<file path="config.mk">
export PLATFORM = sky130hd
export DESIGN_NAME = exp4_unidade_controle
export DESIGN_NICKNAME = d
export VERILOG_FILES = /design/src/rtl/exp4_unidade_controle.sv
export SDC_FILE = /design/constraint.sdc
export NUM_CORES = 1
export LEC_CHECK = 0
export ABC_CLOCK_PERIOD_IN_PS = 2200
export BUFFER_PORTS_ARGS = -buffer_cell sky130_fd_sc_hd__buf_2
export CAP_MARGIN = 20
export CELL_PAD_IN_SITES_DETAIL_PLACEMENT = 0
export CELL_PAD_IN_SITES_GLOBAL_PLACEMENT = 1
export CORE_MARGIN = 2
export CORE_UTILIZATION = 27
export CTS_BUF_LIST = sky130_fd_sc_hd__clkbuf_8
export CTS_CLUSTER_SIZE = 30
export DETAILED_ROUTE_END_ITERATION = 10
export PLACE_DENSITY_LB_ADDON = 0.1
export REMOVE_ABC_BUFFERS = 1
export SYNTH_ARGS = -nofsm -noshare
export SYNTH_HDL_FRONTEND = slang
export SYNTH_SLANG_ARGS = --single-unit
</file>
<file path="constraint.sdc">
create_clock -name clock -period 2.2 [get_ports clock]
set_clock_uncertainty 0.05 [all_clocks]
set_input_delay 0.11 -clock clock [delete_from_list [all_inputs] [get_ports clock]]
set_output_delay 0.11 -clock clock [all_outputs]
set_load 0.01 [all_outputs]
</file>
<file path="src/rtl/exp4_unidade_controle.sv">
// Control unit for one round of the exp3_fluxo_dados datapath.
// The round runs: clear, wait for a play, register it, compare it with the ROM,
// then advance or finish. A round also ends if no play arrives within
// TIMEOUT_CICLOS clocks.
// The unit is a Moore machine: every output depends only on the current state.
//
// Ports:
//   clock, reset        rising-edge clock; asynchronous active-high reset
//   iniciar             level, starts a round from inicial or any fim_* state
//   fimC                address counter is at its last position
//   jogada_feita        1-cycle pulse, a new key press was detected
//   igual               ROM data equals the registered play
//   zeraC, contaC       clear / increment the address counter
//   zeraR, registraR    clear / load the play register
//   pronto              round finished (any fim_* state)
//   acertou, errou      round finished with all plays correct / a wrong play
//   timeout             round finished because no play arrived in time
//   db_estado           current state encoding, for debug display
module exp4_unidade_controle #(
    parameter int unsigned TIMEOUT_CICLOS = 5000
) (
    input  logic       clock,
    input  logic       reset,
    input  logic       iniciar,
    input  logic       fimC,
    input  logic       jogada_feita,
    input  logic       igual,
    output logic       zeraC,
    output logic       contaC,
    output logic       zeraR,
    output logic       registraR,
    output logic       pronto,
    output logic       acertou,
    output logic       errou,
    output logic       timeout,
    output logic [3:0] db_estado
);

    localparam int unsigned TIMER_W = (TIMEOUT_CICLOS > 2) ? $clog2(TIMEOUT_CICLOS) : 1;
    localparam logic [TIMER_W-1:0] TIMER_MAX = TIMER_W'(TIMEOUT_CICLOS - 1);

    typedef enum logic [3:0] {
        INICIAL       = 4'b0000,
        PREPARACAO    = 4'b0001,
        ESPERA_JOGADA = 4'b0010,
        REGISTRA      = 4'b0100,
        COMPARACAO    = 4'b0101,
        PROXIMO       = 4'b0110,
        FIM_ACERTOU   = 4'b1010,
        FIM_ERROU     = 4'b1110,
        FIM_TIMEOUT   = 4'b1101
    } estado_t;

    estado_t              state;
    estado_t              state_nxt;
    logic [TIMER_W-1:0]   timer;

    // Next-state decode; a play arriving on the last timer cycle takes priority.
    always_comb begin
        state_nxt = state;
        case (state)
            INICIAL:       if (iniciar) state_nxt = PREPARACAO;
            PREPARACAO:    state_nxt = ESPERA_JOGADA;
            ESPERA_JOGADA: begin
                if (jogada_feita)            state_nxt = REGISTRA;
                else if (timer == TIMER_MAX) state_nxt = FIM_TIMEOUT;
            end
            REGISTRA:      state_nxt = COMPARACAO;
            COMPARACAO: begin
                if (!igual)    state_nxt = FIM_ERROU;
                else if (fimC) state_nxt = FIM_ACERTOU;
                else           state_nxt = PROXIMO;
            end
            PROXIMO:       state_nxt = ESPERA_JOGADA;
            FIM_ACERTOU,
            FIM_ERROU,
            FIM_TIMEOUT:   if (iniciar) state_nxt = PREPARACAO;
            default:       state_nxt = INICIAL;
        endcase
    end

    // State, timer and outputs; outputs are decoded from the state being
    // entered so that they are registered yet still valid within that state.
    always_ff @(posedge clock or posedge reset) begin
        if (reset) begin
            state     <= INICIAL;
            timer     <= '0;
            zeraC     <= 1'b0;
            contaC    <= 1'b0;
            zeraR     <= 1'b0;
            registraR <= 1'b0;
            pronto    <= 1'b0;
            acertou   <= 1'b0;
            errou     <= 1'b0;
            timeout   <= 1'b0;
        end else begin
            state <= state_nxt;

            // Timer only runs while staying in espera_jogada, so each entry starts at 0.
            if (state == ESPERA_JOGADA && state_nxt == ESPERA_JOGADA)
                timer <= timer + TIMER_W'(1);
            else
                timer <= '0;

            zeraC     <= 1'b0;
            contaC    <= 1'b0;
            zeraR     <= 1'b0;
            registraR <= 1'b0;
            pronto    <= 1'b0;
            acertou   <= 1'b0;
            errou     <= 1'b0;
            timeout   <= 1'b0;
            case (state_nxt)
                PREPARACAO: begin
                    zeraC <= 1'b1;
                    zeraR <= 1'b1;
                end
                REGISTRA:    registraR <= 1'b1;
                PROXIMO:     contaC    <= 1'b1;
                FIM_ACERTOU: begin
                    pronto  <= 1'b1;
                    acertou <= 1'b1;
                end
                FIM_ERROU: begin
                    pronto <= 1'b1;
                    errou  <= 1'b1;
                end
                FIM_TIMEOUT: begin
                    pronto  <= 1'b1;
                    timeout <= 1'b1;
                end
                default: ;
            endcase
        end
    end

    assign db_estado = state;

endmodule

</file>
==> flow_metrics.py <==
metrics = {
    "logic_synthesis": {
        "synth-seq-area-share_pct": 52.7,
        "synth_ff_type": "dfrtp_1",
        "ys_types": 32,
        "synthArstFlopShare_pct": 100,
        "synthCells": 114,
        "ys_seq_elements": 24,
        "syn_area_um2": 1140,
        "synth_edf_count": 0,
        "avgSynthCellArea_um2": 10.0,
        "yosys_warnings": 0,
    },
    "cells_and_area": {
        "nets": 147,
        "synthToLayoutAreaGrowth_pct": 24.0,
        "drive_gt1_share_pct": 23.7,
        "diodes": 0,
        "fin_cells": 189,
    },
    "placement": {
        "portBuffers": 17,
        "place.gp.congestion": 0.849,
        "dp.cells": 184,
        "dp_hpwl_mm": 1.76,
    },
    "route": {
        "route.detailed.wl_per_inst_um": 12.6,
        "firstDrtPassIters": 4,
        "ant_nets": 0,
        "vias_per_cell": 4.56,
        "num_vias": 861,
        "drtIter0Drc": 30,
        "drc_errors": 0,
        "drt-total-wl_mm": 2.37,
    },
    "worst_setup_path": {
        "critPathCaptureType": "flop",
        "cp_slowest_stage_delay_ns": 0.56,
        "startpoint_type": "flop",
        "cpMaxStageDelayCell": "or4_4",
        "worstPathArrival_ns": 2.21,
        "crit_cells": 4,
        "reg2reg_depth": 4,
        "path_cells": "or4_1, or4_4, a221oi_4, nor3_1",
        "path_buf_inv": 0,
        "path_max_fanout": 4,
        "ff2ff_setup_slack_ns": 0.08,
        "path_class": "reg2reg",
        "crit_family": "simple AND/OR/NAND/NOR gates",
        "cp.required_ns": 2.29,
    },
    "global_route": {
        "grt_pass1_wl_mm": 4.13,
        "grt_max_degree": 25,
        "grt.overflow.total": 0,
        "grt_usage_pct": 12.2,
        "first_global_vias": 869,
        "antenna_found_initial": 0,
    },
    "timing": {
        "slew_violations": 0,
        "worst_slew_pin_slew_ns": 0.481,
        "clock.fmax_mhz": 473,
        "fin_crit_ns": 2.12,
        "setup_viol": 0,
        "setup_tns_ns": 0,
        "hold_viol": 0,
        "max_slew_margin_pct": 67.9,
        "rsz0062_at_grt": "false",
        "period_share_pct": 96.2,
    },
    "clocking": {
        "post_cts_buffers": 0,
        "cts_tree": "yes",
        "cts_max_level": 1,
        "cts_resized": 0,
        "cts.sinks": 24,
        "worstSkewPairLatency_ns": 0.26,
        "cts_buffers": 3,
        "clockBufferDepth": 2,
        "root_buffer": "clkbuf_8",
        "cts.clk_slew.worst_paths_ns": 0.09,
    },
    "floorplanning": {
        "dieArea_um2": 4760,
        "rows": 23,
        "die_h_um": 69.0,
        "start_util_pct": 28.3,
        "core_area_um2": 4030,
        "die_x_um": 69.0,
        "io_pins": 18,
    },
    "power_and_ir_drop": {
        "p_leak_uw": 0.000650,
        "irDropWorstVdd_mv": 0.397,
        "powerDensity_nw_per_um2": 917,
    },
    "hold_path": {
        "worst_hold_path_type": "in2reg",
        "holdPathStages": 2,
    },
    "status": {
        "status": "completed",
    },
    "job": {
        "max_cap_viol_count": 0,
    },
}
where the power goes:
| part | switching, uW | internal (uW) |
|---|---|---|
| combinational | 208 | 156 |
| sequential | 55.8 | 493 |
| clock | 142 | 243 |
routing by layer:
layer  wire length (um)  global-route usage [%]  up-vias
met5                  0                       0        -
met4                 17                    2.94        0
met3                 91                    4.22        2
met2               1050                    18.1       10
met1               1220                    16.9      414
li1                   -                       -      435
cell families after synthesis:
group / after synthesis / share of synthesized area, %
DFF: 24 / 52.7
and+or+nand+nor: 52 / 23.9
AOI/OAI and AO/OA: 11 / 8.45
adders and majority gates: 1 / 1.10
xor gates and xnor gates: 11 / 8.45
buffers and inverters: 15 / 5.38
cell usage after synthesis, types with 3 or more instances:
cell type / n / area, um2
nor2_1: 15 / 56.3
xnor2_1: 8 / 70.1
nand2b_1: 4 / 25.0
dfrtp_1: 24 / 601
xor2_1: 3 / 26.3
nand4_1: 3 / 18.8
nor3_1: 10 / 50.1
nor4_1: 3 / 18.8
inv_1: 11 / 41.3
nand2_1: 5 / 18.8
metrics by stage:
stage	area, um2	total power, uW	hold WS (ns)	utilization [%]	setup slack, ns
global placement	1330	929	0.126	33.1	0.112
finish	1410	1300	0.0596	35.1	0.0844
global route	1410	1390	0.0414	35.1	0.0242
floorplan	1120	771	0.0746	-	0.108
CTS	1410	1320	0.0505	35.1	0.0708
detailed placement	1330	925	0.132	33.1	0.0805
final cells by class:
type	count	area [um2]
Fill cell	418	2620
Tap cell	50	62.6
Sequential cell	24	601
Clock buffer	3	41.3
Clock inverter	1	30.0
Timing Repair Buffer	25	160
Inverter	11	41.3
Multi-Input combinational cell	75	478
flip-flops by register name (all words and copies together), names as in the netlist:
signal and flops:
timer 13, db_estado 4, acertou 1, contaC 1, errou 1, pronto 1
registraR 1, timeout 1, zeraR 1
path summary, 6_finish.rpt:
check                             startpoint   endpoint
worst min-delay path            jogada_feita  registraR
worst max register to register      timer[3]      errou
worst max-delay path                timer[3]      errou
worst min register to register      timer[0]   timer[0]
max in group asynchronous              reset  registraR
min in group asynchronous              reset   timer[8]
cells in the final DEF (no fill, tap or decap), types with 2 or more instances in the layout:
master,synthesis,final
dfrtp_1,24,24
buf_2,1,17
nor2_1,15,15
inv_1,11,11
nor3_1,10,10
xnor2_1,8,8
buf_4,1,6
nand2_1,5,5
nand2b_1,4,4
nor4_1,3,3
nand4_1,3,3
xor2_1,3,3
clkbuf_8,0,3
or2_2,2,2
nand3_1,2,2
a21oi_1,2,2
a211oi_1,2,2
o21ai_0,2,2
timing repair:
item                       CTS  global route
hold buffers                 1             0
hold endpoints to repair    24             0
setup endpoints to repair    0             0
worst reg2reg max path: stages, from the launching register on:
cell and delay (ns):
dfrtp_1 0.38, or4_1 0.54, or4_4 0.56, a221oi_4 0.37, nor3_1 0.09
Power figures use the tool's default switching activity.
